**config.mk**
```make
export PLATFORM = sky130hd
export DESIGN_NAME = multi_core_nonce_ctrl_flat
export DESIGN_NICKNAME = d
export VERILOG_FILES = /design/src/rtl/multi_core_nonce_ctrl_if.sv /design/src/rtl/multi_core_nonce_ctrl.sv /design/src/flat_wrapper.sv
export SDC_FILE = /design/constraint.sdc
export NUM_CORES = 1
export LEC_CHECK = 0
export ABC_AREA = 1
export BUFFER_PORTS_ARGS = -buffer_cell sky130_fd_sc_hd__clkbuf_2
export CORE_MARGIN = 8
export CORE_UTILIZATION = 50
export CTS_BUF_LIST = sky130_fd_sc_hd__clkbuf_8
export CTS_CLUSTER_SIZE = 14
export DETAILED_ROUTE_END_ITERATION = 10
export PLACE_DENSITY = 0.73
export SYNTH_ARGS = -nofsm -noshare
export SYNTH_HDL_FRONTEND = slang
export SYNTH_SLANG_ARGS = --single-unit
```
**constraint.sdc**
```tcl
create_clock -name hash_clk -period 4.2 [get_ports hash_clk]
set_input_delay 0.42 -clock hash_clk [delete_from_list [all_inputs] [get_ports hash_clk]]
set_output_delay 0.42 -clock hash_clk [all_outputs]
set_load 0.01 [all_outputs]
```
**src/rtl/multi_core_nonce_ctrl_if.sv**
```systemverilog
// rtl/multi_core_nonce_ctrl_if.sv - work, hit and transmit signals of the nonce controller
interface multi_core_nonce_ctrl_if #(
  parameter int CORES = 2
);
  logic             work_load;
  logic [31:0]      start_nonce;
  logic [CORES-1:0] hit;
  logic             tx_busy;
  logic [5:0]       cnt;
  logic             feedback;
  logic [31:0]      nonce_base;
  logic             tx_send;
  logic [31:0]      tx_word;
  logic [15:0]      hit_count;
  logic [7:0]       drop_count;

  modport master (
    output work_load, start_nonce, hit, tx_busy,
    input  cnt, feedback, nonce_base, tx_send, tx_word, hit_count, drop_count
  );

  modport slave (
    input  work_load, start_nonce, hit, tx_busy,
    output cnt, feedback, nonce_base, tx_send, tx_word, hit_count, drop_count
  );
endinterface

```
**src/rtl/multi_core_nonce_ctrl.sv**
```systemverilog
// rtl/multi_core_nonce_ctrl.sv - multi-core round sequencer, hit qualifier and golden-nonce transmitter
module multi_core_nonce_ctrl #(
  parameter int CORES      = 2,
  parameter int LOOP_LOG2  = 5,
  parameter int FIFO_DEPTH = 4
) (
  input logic                     hash_clk,
  input logic                     reset_n,
  multi_core_nonce_ctrl_if.slave  bus
);
  localparam int LOOP = 1 << LOOP_LOG2;
  localparam int RESULT_OFFSET = (LOOP_LOG2 == 0) ? 131 :
                                 (LOOP_LOG2 == 1) ? 66 : (1 << (7 - LOOP_LOG2)) + 1;
  localparam logic [31:0] RESULT_SPAN = 32'(RESULT_OFFSET * CORES);
  localparam logic [5:0]  CNT_MASK    = 6'(LOOP - 1);
  localparam int PW = $clog2(FIFO_DEPTH);
  localparam int IW = (CORES > 1) ? $clog2(CORES) : 1;

  typedef enum logic [1:0] {TX_IDLE, TX_WAIT_BUSY, TX_WAIT_DONE} tx_state_e;

  logic [5:0]       cnt_q, cnt_d;
  logic             feedback_q, feedback_d;
  logic             feedback_d1_q, feedback_d1_d;
  logic [31:0]      nonce_base_q, nonce_base_d;
  logic [7:0]       flush_q, flush_d;
  logic [CORES-1:0] pending_q, pending_d;
  logic [31:0]      result_base_q, result_base_d;
  logic [15:0]      hit_count_q, hit_count_d;
  logic [7:0]       drop_count_q, drop_count_d;
  logic [31:0]      mem_q [FIFO_DEPTH];
  logic [31:0]      mem_d [FIFO_DEPTH];
  logic [PW:0]      wr_ptr_q, wr_ptr_d, rd_ptr_q, rd_ptr_d;
  tx_state_e        state_q, state_d;
  logic [1:0]       wait_q, wait_d;
  logic             tx_send_q, tx_send_d;
  logic [31:0]      tx_word_q, tx_word_d;

  logic             fifo_empty, fifo_full, pop, push, drain_valid;
  logic [IW-1:0]    drain_idx;
  logic [CORES-1:0] pending_next;
  logic [7:0]       drops;
  logic [8:0]       drop_sum;

  // Next-state for sequencer, result qualification, drain, FIFO and transmit handshake
  always_comb begin
    // Sequencer: issue whenever the next round counter returns to zero
    cnt_d = (cnt_q + 6'd1) & CNT_MASK;
    if (bus.work_load) cnt_d = '0;
    feedback_d    = (cnt_d != 6'd0);
    feedback_d1_d = feedback_q;
    nonce_base_d  = nonce_base_q;
    if (bus.work_load)    nonce_base_d = bus.start_nonce;
    else if (!feedback_d) nonce_base_d = nonce_base_q + 32'(CORES);

    fifo_empty = (wr_ptr_q == rd_ptr_q);
    fifo_full  = (wr_ptr_q[PW] != rd_ptr_q[PW]) && (wr_ptr_q[PW-1:0] == rd_ptr_q[PW-1:0]);
    pop        = (state_q == TX_IDLE) && !fifo_empty && !bus.tx_busy;

    // Drain the lowest pending core; a pop this cycle frees a slot for it
    drain_valid = 1'b0;
    drain_idx   = '0;
    for (int i = CORES - 1; i >= 0; i--) begin
      if (pending_q[i]) begin
        drain_valid = 1'b1;
        drain_idx   = IW'(i);
      end
    end
    push         = drain_valid && (!fifo_full || pop);
    pending_next = pending_q;
    if (push) pending_next[drain_idx] = 1'b0;

    // A new sample owns the pending vector; leftovers of the old group are lost
    pending_d     = pending_next;
    flush_d       = flush_q;
    result_base_d = result_base_q;
    drops         = '0;
    if (!feedback_d1_q) begin
      for (int i = 0; i < CORES; i++) drops = drops + 8'(pending_next[i]);
      if (flush_q != 8'd0) begin
        flush_d   = flush_q - 8'd1;
        pending_d = '0;
      end else begin
        result_base_d = nonce_base_q - RESULT_SPAN;
        pending_d     = bus.hit;
      end
    end
    if (bus.work_load) begin
      pending_d = '0;
      flush_d   = 8'(RESULT_OFFSET);
      drops     = '0;
    end

    drop_sum     = {1'b0, drop_count_q} + {1'b0, drops};
    drop_count_d = drop_sum[8] ? 8'hFF : drop_sum[7:0];
    hit_count_d  = (push && hit_count_q != 16'hFFFF) ? hit_count_q + 16'd1 : hit_count_q;

    mem_d    = mem_q;
    wr_ptr_d = wr_ptr_q;
    rd_ptr_d = rd_ptr_q;
    if (push) begin
      mem_d[wr_ptr_q[PW-1:0]] = result_base_q + 32'(drain_idx);
      wr_ptr_d = wr_ptr_q + 1'b1;
    end
    if (pop) rd_ptr_d = rd_ptr_q + 1'b1;

    // Transmit handshake: send, wait for busy to rise (or time out), wait for it to fall
    state_d   = state_q;
    wait_d    = wait_q;
    tx_send_d = 1'b0;
    tx_word_d = tx_word_q;
    case (state_q)
      TX_IDLE: begin
        if (pop) begin
          tx_word_d = mem_q[rd_ptr_q[PW-1:0]];
          tx_send_d = 1'b1;
          wait_d    = '0;
          state_d   = TX_WAIT_BUSY;
        end
      end
      TX_WAIT_BUSY: begin
        if (bus.tx_busy)          state_d = TX_WAIT_DONE;
        else if (wait_q == 2'd3)  state_d = TX_IDLE;
        else                      wait_d  = wait_q + 2'd1;
      end
      TX_WAIT_DONE: begin
        if (!bus.tx_busy) state_d = TX_IDLE;
      end
      default: state_d = TX_IDLE;
    endcase
  end

  // State registers with asynchronous reset
  always_ff @(posedge hash_clk or negedge reset_n) begin
    if (!reset_n) begin
      cnt_q         <= '0;
      feedback_q    <= 1'b0;
      feedback_d1_q <= 1'b0;
      nonce_base_q  <= '0;
      flush_q       <= 8'(RESULT_OFFSET);
      pending_q     <= '0;
      result_base_q <= '0;
      hit_count_q   <= '0;
      drop_count_q  <= '0;
      for (int i = 0; i < FIFO_DEPTH; i++) mem_q[i] <= '0;
      wr_ptr_q      <= '0;
      rd_ptr_q      <= '0;
      state_q       <= TX_IDLE;
      wait_q        <= '0;
      tx_send_q     <= 1'b0;
      tx_word_q     <= '0;
    end else begin
      cnt_q         <= cnt_d;
      feedback_q    <= feedback_d;
      feedback_d1_q <= feedback_d1_d;
      nonce_base_q  <= nonce_base_d;
      flush_q       <= flush_d;
      pending_q     <= pending_d;
      result_base_q <= result_base_d;
      hit_count_q   <= hit_count_d;
      drop_count_q  <= drop_count_d;
      mem_q         <= mem_d;
      wr_ptr_q      <= wr_ptr_d;
      rd_ptr_q      <= rd_ptr_d;
      state_q       <= state_d;
      wait_q        <= wait_d;
      tx_send_q     <= tx_send_d;
      tx_word_q     <= tx_word_d;
    end
  end

  assign bus.cnt        = cnt_q;
  assign bus.feedback   = feedback_q;
  assign bus.nonce_base = nonce_base_q;
  assign bus.tx_send    = tx_send_q;
  assign bus.tx_word    = tx_word_q;
  assign bus.hit_count  = hit_count_q;
  assign bus.drop_count = drop_count_q;
endmodule

```
**src/flat_wrapper.sv**
```systemverilog
// flat-port wrapper written by rule: the top's interface ports become plain ports
module multi_core_nonce_ctrl_flat 
#(
  parameter int CORES      = 2,
  parameter int LOOP_LOG2  = 5,
  parameter int FIFO_DEPTH = 4
)
  (hash_clk, reset_n, bus_work_load, bus_start_nonce, bus_hit, bus_tx_busy, bus_cnt, bus_feedback, bus_nonce_base, bus_tx_send, bus_tx_word, bus_hit_count, bus_drop_count);
  multi_core_nonce_ctrl_if #(.CORES(CORES)) bus_i ();
  input logic hash_clk;
  input logic reset_n;
  input wire logic [$bits(bus_i.work_load)-1:0] bus_work_load;
  input wire logic [$bits(bus_i.start_nonce)-1:0] bus_start_nonce;
  input wire logic [$bits(bus_i.hit)-1:0] bus_hit;
  input wire logic [$bits(bus_i.tx_busy)-1:0] bus_tx_busy;
  output wire logic [$bits(bus_i.cnt)-1:0] bus_cnt;
  output wire logic [$bits(bus_i.feedback)-1:0] bus_feedback;
  output wire logic [$bits(bus_i.nonce_base)-1:0] bus_nonce_base;
  output wire logic [$bits(bus_i.tx_send)-1:0] bus_tx_send;
  output wire logic [$bits(bus_i.tx_word)-1:0] bus_tx_word;
  output wire logic [$bits(bus_i.hit_count)-1:0] bus_hit_count;
  output wire logic [$bits(bus_i.drop_count)-1:0] bus_drop_count;
  assign bus_i.work_load = bus_work_load;
  assign bus_i.start_nonce = bus_start_nonce;
  assign bus_i.hit = bus_hit;
  assign bus_i.tx_busy = bus_tx_busy;
  assign bus_cnt = bus_i.cnt;
  assign bus_feedback = bus_i.feedback;
  assign bus_nonce_base = bus_i.nonce_base;
  assign bus_tx_send = bus_i.tx_send;
  assign bus_tx_word = bus_i.tx_word;
  assign bus_hit_count = bus_i.hit_count;
  assign bus_drop_count = bus_i.drop_count;
  multi_core_nonce_ctrl #(.CORES(CORES), .LOOP_LOG2(LOOP_LOG2), .FIFO_DEPTH(FIFO_DEPTH)) u_core (.hash_clk(hash_clk), .reset_n(reset_n), .bus(bus_i));
endmodule
```
==> Word-level counts from Yosys, hierarchy flattened <==
Index checks and enable logic that the tools add are counted.
{ "totals": {"register_bits": 276, "out_inout_bits": 96, "input_bits": 38} }
{ "classes": {"magnitude_cmp": 5, "n_bitwise": 6, "n_addsub": 11, "n_reduce_logical": 21, "eq_ne": 14, "n_mux": 35} }
{ "op_table": {"columns": ["operator", "count"], "rows": [
  ["$mux W32", 5],
  ["$bwmux W128", 1],
  ["$bmux W32 S2", 1],
  ["$demux W32 S2", 1],
  ["$mux W8", 6],
  ["$add A32 B1 Y32", 1],
  ["$add A32 B2 Y32 const B", 1],
  ["$sub A32 B4 Y32 const B", 1],
  ["$mux W2", 11],
  ["$add A16 B1 Y16 const B", 1],
  ["$ne A16 B16 Y1 const B", 1],
  ["$ne A2 B2 Y1 const B", 5],
  ["$add A8 B8 Y9", 1],
  ["$reduce_bool A8 Y1", 1],
  ["$sub A8 B1 Y8 const B", 1],
  ["$logic_and A1 B1 Y1", 7],
  ["$add A3 B1 Y3 const B", 2],
  ["$ge A3 B3 Y1 const B", 2],
  ["$mux W1", 6],
  ["$not A2 Y3", 2],
  ["$pmux W2 S3", 1],
  ["$reduce_and A2 Y1", 3],
  ["$reduce_bool A6 Y1", 1],
  ["$add A5 B1 Y5 const B", 1],
  ["other kinds (24)", 29]
]} }

==> Longest topological paths before layout <==
Gate-level depths: netlist of run 1.
{ "depth": {"ltp_word": 14, "depth_mapped": 17, "ltp_nobuf": 17} }

==> Worst setup path after synthesis of run 1 <==
No wires, ideal clock.
{ "synth_timing": {"kind": "reg-to-reg", "from": "reg u_core.rd_ptr_q[1]", "to": "reg u_core.drop_count_q[7], in the netlist u_core.bus.drop_count[7]", "period_less_slack_ns": 2.788, "path_stages_with_launch": 18, "t_arrival_ns": 2.714, "path_slack_ns": 1.412, "path_buffers": 0, "path_cell_list": "dfrtp_1 -> inv_2 -> nand2_1 -> nand2_1 -> nor2_4 -> nand2_4 -> a21oi_1 -> ha_1 -> nand2_1 -> nor2_1 -> ha_1 -> inv_1 -> fa_1 -> inv_1 -> nand3_1 -> nor3b_1 -> nand3_1 -> nand3_1"} }
{ "synth_via": {"elab_chain_len": 12, "elab_cells_between_ends": 15, "classes_between": "2 x add/sub; 2 x eq/ne; 4 x mux; 7 x reduce/logical"} }
{ "synth_rtl": {"columns": ["element", "line", "source"], "rows": [
  ["from (decl)", "multi_core_nonce_ctrl.sv:32", "logic [PW:0] wr_ptr_q, wr_ptr_d, rd_ptr_q, rd_ptr_d;"],
  ["from (signal assigned)", "multi_core_nonce_ctrl.sv:163", "rd_ptr_q <= rd_ptr_d;"],
  ["$eq A3 B3 Y1", "multi_core_nonce_ctrl.sv:55", "fifo_empty = (wr_ptr_q == rd_ptr_q);"],
  ["$logic_not A1 Y1", "multi_core_nonce_ctrl.sv:57", "pop = (state_q == TX_IDLE) && !fifo_empty && !bus.tx_busy;"],
  ["$logic_and A1 B1 Y1 (2 in series)", "multi_core_nonce_ctrl.sv:57", null],
  ["$logic_or A1 B1 Y1 (*)", "multi_core_nonce_ctrl.sv:68", "push = drain_valid && (!fifo_full || pop);"],
  ["$logic_and A1 B1 Y1 (*)", "multi_core_nonce_ctrl.sv:68", null],
  ["$mux W2 (*)", "multi_core_nonce_ctrl.sv:70", "if (push) pending_next[drain_idx] = 1'b0;"],
  ["$add A1 B1 Y2 (*)", "multi_core_nonce_ctrl.sv:78", "for (int i = 0; i < CORES; i++) drops = drops + 8'(pending_next[i]);"],
  ["$mux W8 (*)", "multi_core_nonce_ctrl.sv:77", "if (!feedback_d1_q) begin"],
  ["$mux W8 (*)", "multi_core_nonce_ctrl.sv:87", "if (bus.work_load) begin"],
  ["$add A8 B8 Y9 (*)", "multi_core_nonce_ctrl.sv:93", "drop_sum = {1'b0, drop_count_q} + {1'b0, drops};"],
  ["$mux W8 (*)", "multi_core_nonce_ctrl.sv:94", "drop_count_d = drop_sum[8] ? 8'hFF : drop_sum[7:0];"],
  ["named net u_core.drop_count_d[7]", "multi_core_nonce_ctrl.sv:29", "logic [7:0] drop_count_q, drop_count_d;"],
  ["to (signal assigned)", "multi_core_nonce_ctrl.sv:160", "drop_count_q <= drop_count_d;"],
  ["to (decl)", "multi_core_nonce_ctrl.sv:29", null]
]} }
Mark *: on every way through the listed nets, which the timed path passes. The rest lies on a longest branch.
A chain may end at the register's enable or synchronous reset.

==> Worst setup path after layout of run 1 <==
{ "layout_timing": {"from": "reg u_core.state_q[0]", "to": "reg u_core.drop_count_q[7], in the netlist u_core.bus.drop_count[7]"} }
{ "layout_via": {"elab_chain_len": 11} }
{ "layout_rtl": {"columns": ["element", "line", "source"], "rows": [
  ["from (decl)", "multi_core_nonce_ctrl.sv:33", "tx_state_e state_q, state_d;"],
  ["from (signal assigned)", "multi_core_nonce_ctrl.sv:164", "state_q <= state_d;"],
  ["$logic_not A2 Y1", "multi_core_nonce_ctrl.sv:57", null],
  ["$logic_and A1 B1 Y1 (2 in series)", "multi_core_nonce_ctrl.sv:57", null],
  ["$logic_or A1 B1 Y1", "multi_core_nonce_ctrl.sv:68", null],
  ["$logic_and A1 B1 Y1", "multi_core_nonce_ctrl.sv:68", null],
  ["$mux W2", "multi_core_nonce_ctrl.sv:70", null],
  ["$add A1 B1 Y2", "multi_core_nonce_ctrl.sv:78", null],
  ["$mux W8", "multi_core_nonce_ctrl.sv:77", null],
  ["$mux W8", "multi_core_nonce_ctrl.sv:87", null],
  ["$add A8 B8 Y9", "multi_core_nonce_ctrl.sv:93", null],
  ["$mux W8", "multi_core_nonce_ctrl.sv:94", null],
  ["named net u_core.drop_count_d[7]", "multi_core_nonce_ctrl.sv:29", null]
]} }
The timed path passes the listed nets, and every way through them passes these cells.

==> results of run 1 <==
-- per-layer routing --
layer	share of wire, %	vias up	track usage (%)
met4	2.6	0	7.73
met1	44	6377	29.7
li1	-	6781	-
met5	0	-	0
met3	6.1	90	3.59
met2	48	455	39.1
-- worst max path at each step --
stage / to / slack, ps / cells past startpoint
after floorplan: u_core.bus.drop_count[7] / 1410 / 17
after global placement: u_core.bus.drop_count[7] / 1060 / 16
after detailed placement: u_core.bus.drop_count[7] / 980 / 16
after CTS: u_core.bus.drop_count[7] / 970 / 17
after global routing: u_core.bus.drop_count[7] / 670 / 17
final: u_core.bus.drop_count[7] / 970 / 17
-- kinds of logic (layout without fill, tap and decap cells) --
group                    count (synthesis)  in the layout
AND/OR/NAND/NOR                       1316           1316
flip-flops                             276            276
buffers and inverters                  222            354
AO/OA/AOI/OAI                          213            213
XOR/XNOR                                56             56
adder cells (fa/ha/maj)                 17             17
other                                    1              1
-- layout by cell type (no fill, tap or decap), types with 2 or more instances in the layout --
| cell | count |
|---|---|
| o31ai_1 | 4 |
| nor3b_1 | 2 |
| o22ai_1 | 19 |
| xor2_1 | 40 |
| inv_2 | 10 |
| clkbuf_2 | 131 |
| nor2_1 | 231 |
| ha_1 | 16 |
| nand3_2 | 3 |
| a21oi_1 | 35 |
| o21ai_2 | 22 |
| nand3_1 | 89 |
| nor2_2 | 4 |
| inv_1 | 131 |
| clkinv_2 | 5 |
| dfstp_2 | 2 |
| nand3b_1 | 16 |
| xnor2_1 | 16 |
| or2_2 | 4 |
| nand4_1 | 17 |
| a31oi_1 | 3 |
| dfrtp_1 | 273 |
| buf_4 | 11 |
| o21ai_0 | 100 |
| a21boi_0 | 20 |
| nand2_1 | 944 |
| o21ai_1 | 8 |
| nand3_4 | 2 |
| clkbuf_8 | 59 |
-- flip-flops by register name, summed over array words and instances (netlist names) --
register	flops
u_core.bus.cnt	5
u_core.bus.hit_count	16
u_core.bus.drop_count	8
u_core.wr_ptr_q	3
u_core.bus.nonce_base	32
u_core.mem_q	128
u_core.state_q	2
u_core.rd_ptr_q	3
u_core.wait_q	2
u_core.feedback_d1_q	1
u_core.bus.tx_send	1
u_core.flush_q	8
u_core.result_base_q	32
u_core.pending_q	2
u_core.bus.tx_word	32
u_core.bus.feedback	1
-- area by class of cell --
cell class              count  area, um^2  share of cell area, %
repair buffers            145         783                   4.66
multi-input cells        1603        7200                   42.8
clock inverters            21         133                  0.789
clock buffers              59         812                   4.83
flip-flops and latches    276        6910                   41.1
inverters                 129         484                   2.88
well taps                 390         488                   2.90
-- tightest hold or removal path, delay by kind of cell --
kind | cells | cell delay (ps)
simple gates | 2 | 100
buf+inv | 1 | 80
-- power by group through the flow --
stage	Combinational, mW	Sequential [mW]	Clock, mW
final	2.72	3.72	2.41
after global routing	3.09	3.79	2.61
after floorplan	1.90	3.60	0
after CTS	2.73	3.70	2.48
after global placement	2.67	3.72	0
after detailed placement	2.71	3.75	0
-- timing repair --
action                                  4_1_cts  5_1_grt
endpoints found under the setup margin        0        0
hold buffers                                  1        0
endpoints found under the hold margin        43        0
==> metrics.yaml, run 1 <==
rows: 63
finalCriticalPeriod_ps: 3230
setup_violations: 0
worstSetupPathType: "register to register"
worstSetupEndpointType: "register"
skew_ps: 24.0
dp_slack_ps: 979
arrival_ps: 3700
crit-reg2reg-launch: "u_core.state_q[0]"
gp_congestion: 0.939
worst_pin_slew_ps: 1140
hold_path_class: "input port to register"
crit_slowest_cell: "fa_1"
tritoncts: "yes"
synth_fa_ha_area_share_pct: 1.46
hold_viol_final: 0
postLayoutCellArea_um2: 16800
cts_buffer_depth: 3
cts_sinks: 276
worst_r2r_endpoint: "u_core.bus.drop_count[7]"
cp_top_family: "simple AND/OR/NAND/NOR gates"
dpl-instance-area_um2: 15900
path_clk_slew_ps: 60
ys_ff_latch: 276
syn_nets: 2156
synthMuxAreaShare_pct: 0
synth.distinct_cells: 38
ant_nets: 0
die_w_um: 190
intPower_mw: 5.40
holdWs_ps: 79.9
cp_num_buf_inv: 3
async_flop_share_pct: 100
diodes: 0
finalCritPeriodShare_pct: 76.9
yosysTopAreaCell: "dfrtp_1"
clk_latency_ps: 570
numCtsBuffers: 47
pwr-share-comb_pct: 30.7
max_freq_mhz: 310
cts_resized: 0
peakVddDrop_v: 0.000235
seq_area_frac_synth_pct: 45.8
synth.top_cell.area_share_pct: 45.5
ios: 134
htreeDepth: 2
avgRoutedWirePerCell_um: 15.6
drtIter0Drc: 952
postSynthCellCount: 2101
final_nets: 2257
synth_xor_area_share_pct: 3.25
slew_headroom_pct: 24.0
numPortBuffers: 132
first_pass_iters: 7
post_synth_instance_area_um2: 15100
wirelength_um: 40900
hold_depth: 3
crit_path_start: "u_core.state_q[0]"
power_density_nw_per_um2: 526
die_y_um: 190
synth.most_common_cell: "nand2_1"
cp-start-kind: "register"
seqPwrFrac_pct: 42.0
drv_slew: 0
synth_top_family_by_area: "simple AND/OR/NAND/NOR gates"
track_usage_pct: 23.0
setup_ws_ps: 970
vias_per_cell: 5.22
cp_cell_sequence: "inv_2, nand2_1, nor2_1, nor2_1, nand2_4, a21oi_1, ha_1, nand2_1, nor2_1, ha_1, inv_1, fa_1, inv_1, nand3_1, nor3b_1, nand3_1, nand3_1"
synth_edf_count: 0
grt_pass1_wl_um: 68900
grt_pass1_vias: 13800
yosys_warnings: 0
cts-root-buf: "clkbuf_8"
hp-start: "bus_start_nonce[7]"
pwr-share-clk_pct: 27.3
die_area_um2: 36000
synth_commonest_cells: "944 x nand2_1, 274 x dfrtp_1, 231 x nor2_1, 119 x inv_1, 100 x o21ai_0"
rsz0062_at_grt: "no"
p_switching_mw: 3.45
setup_tns_ps: 0
grt_antenna_before_repair: 0
post_cts_buffers: 0
switching_share_pct: 39.0
cap_violations: 0
cp_max_fo: 9
grt_max_degree: 121
dp_hpwl_um: 27800
final_util_pct: 56.7
ff2ff_setup_slack_ps: 970
synth_compound_area_share_pct: 8.24
rr_worst_depth: 17
worstPathRequired_ps: 4670
final_cells: 2623
synth.avg_cell_area_um2: 7.18
overflow: 0
p_leak_nw: 8.82
start_util_pct: 50.9
status: "complete, no violations"
hold_end: "u_core.bus.nonce_base[7]"
cp_slowest_stage_delay_ps: 400
synthSimpleGateAreaFrac_pct: 34.8
dp_cells: 2542
route.detailed.drc: 0
fillCellCount: 2861
via_count: 13700
synth_area_leaders: "dfrtp_1 45%, nand2_1 23%, nor2_1 5.7%, o21ai_0 3.3%, inv_1 3.0%"
ys.flop_type: "dfrtp_1"
core_um2: 29600
total_power_mw: 8.85
drive_gt1_share_pct: 11.8
area_delta_synth_final_pct: 11.5
(Power assumes the default switching activity.)
==> run 2: changes to the inputs <==
--- a/config.mk
+++ b/config.mk
@@ -12,7 +12,7 @@
 export CTS_BUF_LIST = sky130_fd_sc_hd__clkbuf_8
 export CTS_CLUSTER_SIZE = 14
 export DETAILED_ROUTE_END_ITERATION = 10
-export PLACE_DENSITY = 0.73
+export PLACE_DENSITY = 0.75
 export SYNTH_ARGS = -nofsm -noshare
 export SYNTH_HDL_FRONTEND = slang
 export SYNTH_SLANG_ARGS = --single-unit
==> constraint.sdc (replaced) <==
create_clock -name hash_clk -period 2.82 [get_ports hash_clk]
set_input_delay 0.282 -clock hash_clk [delete_from_list [all_inputs] [get_ports hash_clk]]
set_output_delay 0.282 -clock hash_clk [all_outputs]
set_load 0.01 [all_outputs]
==> run 2 against run 1 <==
Effect of this change:
- power is 49% higher
- clock skew grew 4.8 ps
- register-to-register slack worse by 850 ps
- sequential share of layout area shrank 0.75 points
- clock power increased by 45%
- combinational power rose by 55%
- worst setup slack worse by 850 ps
- wire length about the same
- sequential power grew 48%
- non-clock buffer count is 30 higher
- largest cell class unchanged
- largest power group unchanged
==> metrics.yaml, run 2 (synthesized netlist as in run 1, its figures left out) <==
finalCriticalPeriod_ps: 2690
worstSetupPathType: "register to register"
layout_common_cells: "941 x nand2_1, 274 x dfrtp_1, 228 x nor2_1"
cts_buffer_depth: 3
finalCritPeriodShare_pct: 95.6
rows: 63
status: "complete, no violations"
worstSetupEndpointType: "register"
grt_pass1_wl_um: 68300
cp_slowest_stage_delay_ps: 390
vias_per_cell: 5.22
grt_antenna_before_repair: 0
seqCellArea_um2: 6910
die_w_um: 190
ant_nets: 0
avgRoutedWirePerCell_um: 15.4
cts_sinks: 276
p_leak_nw: 8.96
hold_path_class: "input port to register"
grt_max_degree: 80
clk_latency_ps: 580
numPortBuffers: 132
grt_pass1_vias: 13700
skew_ps: 28.7
drtIter0Drc: 1418
crit_path_start: "u_core.state_q[1]"
ff2ff_setup_slack_ps: 130
diodes: 0
drv_slew: 0
largest_register_ffs: 128
first_pass_iters: 5
die_y_um: 190
ios: 134
setup_violations: 0
cp_cell_sequence: "inv_1, nand2_2, nor2_4, nor2_2, nand2_4, a21oi_2, ha_1, nand2_1, nor2_1, ha_2, inv_1, fa_2, inv_2, nand3_2, nor3b_2, buf_4, xnor2_1, nand2_1"
slew_headroom_pct: 37.1
htreeDepth: 2
tritoncts: "yes"
dpl-instance-area_um2: 16000
drive_gt1_share_pct: 12.9
core_um2: 29600
wirelength_um: 40900
dp_hpwl_um: 28400
layout_commonest_cell: "nand2_1"
fillCellCount: 2839
max_freq_mhz: 371
start_util_pct: 50.9
cp-start-kind: "register"
postLayoutCellArea_um2: 17100
hp-start: "bus_start_nonce[17]"
hold_depth: 4
overflow: 0
rr_worst_depth: 18
via_count: 13900
final_nets: 2287
numCtsBuffers: 47
multi_input_area_um2: 7250
hold_viol_final: 0
worst_pin_slew_ps: 943
cp_max_fo: 3
track_usage_pct: 22.8
cap_violations: 0
crit_slowest_cell: "dfrtp_1"
gp_congestion: 0.939
crit-reg2reg-launch: "u_core.state_q[1]"
cts-root-buf: "clkbuf_8"
path_clk_slew_ps: 60
power_density_nw_per_um2: 771
area_delta_synth_final_pct: 13.5
die_area_um2: 36000
peakVddDrop_v: 0.000444
holdWs_ps: 22.3
route.detailed.drc: 0
arrival_ps: 3150
worstPathRequired_ps: 3270
largest-register: "u_core.mem_q"
[run 2: changes by cell type in the layout (fill, tap and decap cells not counted), sizes merged]
cell / delta
bufinv: -1
dlygate4sd3: +12
inv: +5
buf: +18
clkinv: -2
clkinvlp: -1
[run 2: area by class of cell]
| class | count | area share [%] |
|---|---|---|
| Sequential cell | 276 | 40.4 |
| Inverter | 129 | 2.83 |
| Timing Repair Buffer | 175 | 6.28 |
| Clock buffer | 59 | 4.74 |
| Tap cell | 390 | 2.85 |
| Clock inverter | 22 | 0.614 |
| Multi-Input combinational cell | 1603 | 42.3 |
[run 2: worst max-delay path, delay by kind of cell, from the launching register on]
kind | cells | cell delay, ps
compound gates | 1 | 60
xor+xnor | 1 | 110
flops | 1 | 390
buf+inv | 4 | 330
simple gates | 9 | 880
fa+ha+maj | 3 | 800
[run 2: path summary, 6_finish.rpt]
kind                                              to
setup / recovery            u_core.bus.drop_count[6]
hold / removal             u_core.bus.nonce_base[17]
setup reg to reg            u_core.bus.drop_count[6]
hold reg to reg                 u_core.feedback_d1_q
max in group asynchronous           u_core.mem_q[49]
min in group asynchronous    u_core.bus.hit_count[6]
[run 2: where the power goes]
part / total, mW / internal [mW] / leakage, nW / switching [mW]
clock: 3.49 / 1.88 / 0.537 / 1.61
sequential: 5.49 / 4.71 / 3.54 / 0.785
combinational: 4.22 / 1.45 / 4.89 / 2.78
total: 13.2 / 8.03 / 8.96 / 5.18
[run 2: per-layer routing]
layer / routed length (um) / vias up / global-route usage, %
met1: 17900 / 6457 / 30.1
met5: 0 / - / 0
met4: 923 / 0 / 6.86
met2: 19400 / 478 / 38.0
li1: - / 6842 / -
met3: 2660 / 74 / 3.90
[run 2: metrics by stage]
step	util, %	power [mW]	worst slack (ps)	instances	setup TNS (ps)
after global routing	57.8	14.1	-11.3	2654	-11.3
after CTS	57.6	13.3	7.28	2652	0
after floorplan	-	8.19	32.1	2101	0
after global placement	54.0	9.60	-15.5	2558	-15.5
final	57.8	13.2	125	2654	0
after detailed placement	54.0	9.70	-68.6	2558	-335
[run 2: what timing repair did]
item | CTS | global route
setup endpoints to repair | 8 | 8
hold buffers | 13 | 0
hold endpoints to repair | 86 | 0
setup buffers | 0 | 2
pin swaps | 0 | 3
resized for setup | 2 | 13
==> run 3: changes to the inputs <==
--- a/config.mk
+++ b/config.mk
@@ -12,7 +12,7 @@
 export CTS_BUF_LIST = sky130_fd_sc_hd__clkbuf_8
 export CTS_CLUSTER_SIZE = 14
 export DETAILED_ROUTE_END_ITERATION = 10
-export PLACE_DENSITY = 0.75
+export PLACE_DENSITY = 0.73
 export SYNTH_ARGS = -nofsm -noshare
 export SYNTH_HDL_FRONTEND = slang
 export SYNTH_SLANG_ARGS = --single-unit
==> constraint.sdc (replaced) <==
create_clock -name hash_clk -period 3.3 [get_ports hash_clk]
set_input_delay 0.33 -clock hash_clk [delete_from_list [all_inputs] [get_ports hash_clk]]
set_output_delay 0.33 -clock hash_clk [all_outputs]
set_load 0.01 [all_outputs]
==> run 3 against run 2 <==
Effect of this change:
- flip-flop and latch count did not move
- critical path depth is 1 lower
- die area stayed put
- non-clock buffer count decreased by 7
- via count up 0.20%
- final cell count fell by 0.19%
- sequential power decreased by 14%
- register-to-register slack improved by 250 ps
- highest routed layer unchanged
- clock power is 14% lower
- worst hold slack gained 35 ps
==> metrics.yaml, run 3 (synthesized netlist as in run 1, its figures left out) <==
p_switching_mw: 4.44
cp_cell_sequence: "inv_2, nand2_1, nand2_1, nor2_4, nand2_4, a21oi_1, ha_1, nand2_1, nor2_1, ha_1, inv_1, fa_1, inv_1, nand3_1, nor3b_2, nand3_2, nand3_1"
largest_register_ffs: 128
dp_hpwl_um: 28600
setup_tns_ps: 0
rows: 63
grt_antenna_before_repair: 0
ff2ff_setup_slack_ps: 380
pwr-share-clk_pct: 26.8
clk_latency_ps: 590
power_density_nw_per_um2: 662
final_nets: 2282
ios: 134
die_w_um: 190
arrival_ps: 3430
setup_violations: 0
numCtsBuffers: 49
crit_slowest_cell: "dfrtp_1"
intPower_mw: 6.82
cts-root-buf: "clkbuf_8"
skew_ps: 21.8
worstSetupPathType: "register to register"
drive_gt1_share_pct: 12.0
gp_congestion: 0.967
drv_slew: 0
peakVddDrop_v: 0.000387
path_clk_slew_ps: 60
route.detailed.drc: 0
worstPathRequired_ps: 3800
diodes: 0
total_power_mw: 11.3
status: "complete, no violations"
grt_pass1_wl_um: 69100
seqPwrFrac_pct: 41.8
cap_violations: 0
p_leak_nw: 8.94
start_util_pct: 50.9
largest-register: "u_core.mem_q"
cp_max_fo: 9
htreeDepth: 2
vias_per_cell: 5.24
die_area_um2: 36000
numPortBuffers: 132
first_pass_iters: 5
switching_share_pct: 39.4
drtIter0Drc: 1059
avgRoutedWirePerCell_um: 15.6
layout_common_cells: "944 x nand2_1, 273 x dfrtp_1, 231 x nor2_1"
worstSetupEndpointType: "register"
cts_sinks: 276
grt_max_degree: 103
tritoncts: "yes"
overflow: 0
cp_slowest_stage_delay_ps: 550
track_usage_pct: 23.1
cp_common_cell: "nand2_1"
layout_commonest_cell: "nand2_1"
cp-start-kind: "register"
pwr-share-comb_pct: 31.5
grt_pass1_vias: 13700
finalCriticalPeriod_ps: 2920
ant_nets: 0
rsz0062_at_grt: "no"
cts_buffer_depth: 3
worst_pin_slew_ps: 993
area_delta_synth_final_pct: 12.8
hold_path_class: "input port to register"
slew_headroom_pct: 33.7
finalCritPeriodShare_pct: 88.6
die_y_um: 190
hold_viol_final: 0
core_um2: 29600
via_count: 13900
wirelength_um: 41300
max_freq_mhz: 342
-- run 3: worst paths after layout --
| check | start | endpoint | depth (start not counted) |
|---|---|---|---|
| worst max-delay path | u_core.rd_ptr_q[1] | u_core.bus.drop_count[7] | 17 |
| worst min-delay path | bus_start_nonce[27] | u_core.bus.nonce_base[27] | 4 |
| worst max register to register | u_core.rd_ptr_q[1] | u_core.bus.drop_count[7] | 17 |
| worst min register to register | u_core.bus.feedback | u_core.feedback_d1_q | 0 |
| max in group asynchronous | reset_n | u_core.flush_q[2] | 3 |
| min in group asynchronous | reset_n | u_core.bus.hit_count[0] | 2 |
-- run 3: layer usage --
metal  GRT usage, %  up-vias  routed length (um)
li1               -     6834                   -
met1           29.8     6512               17900
met2           38.7      453               19700
met3           3.92       80                2500
met4           8.30        0                1130
met5              0        -                   0
-- run 3: stage by stage --
step           worst slack (ps)  instances  hold WS, ps  cell area (um^2)  util (%)
4_1_cts                     224       2649         25.5             17000      57.3
2_1_floorplan               512       2101         34.4             15100         -
6_report                    377       2649         57.4             17000      57.4
3_3_place_gp                360       2554          403             16000      53.9
5_1_grt                     144       2649         55.3             17000      57.4
3_5_place_dp                253       2554          401             16000      53.9
-- run 3: power groups by stage --
stage | Clock (mW) | Combinational (mW) | Sequential, mW
floorplan | 0 | 2.42 | 4.58
finish | 3.01 | 3.54 | 4.71
global route | 3.24 | 4.04 | 4.80
CTS | 3.10 | 3.56 | 4.69
detailed placement | 0 | 3.53 | 4.75
global placement | 0 | 3.48 | 4.72
-- run 3: cell type report --
class | instances | area (um^2)
well taps | 390 | 488
multi-input cells | 1603 | 7210
repair buffers | 168 | 996
clock buffers | 55 | 757
flip-flops and latches | 276 | 6910
fillers | 2837 | 12600
inverters | 129 | 484
clock inverters | 28 | 159
-- run 3: what timing repair did --
item,in CTS,in global routing
hold buffers,12,0
endpoints found under the hold margin,107,0
setup buffers,0,0
endpoints found under the setup margin,0,8
resized for setup,0,2
-- run 3: worst max-delay path, delay by kind of cell (launching register included) --
family          cells  cell delay (ps)
simple gates       10             1240
buf+inv             3              200
compound gates      1              150
fa+ha+maj           3              700
flops               1              550
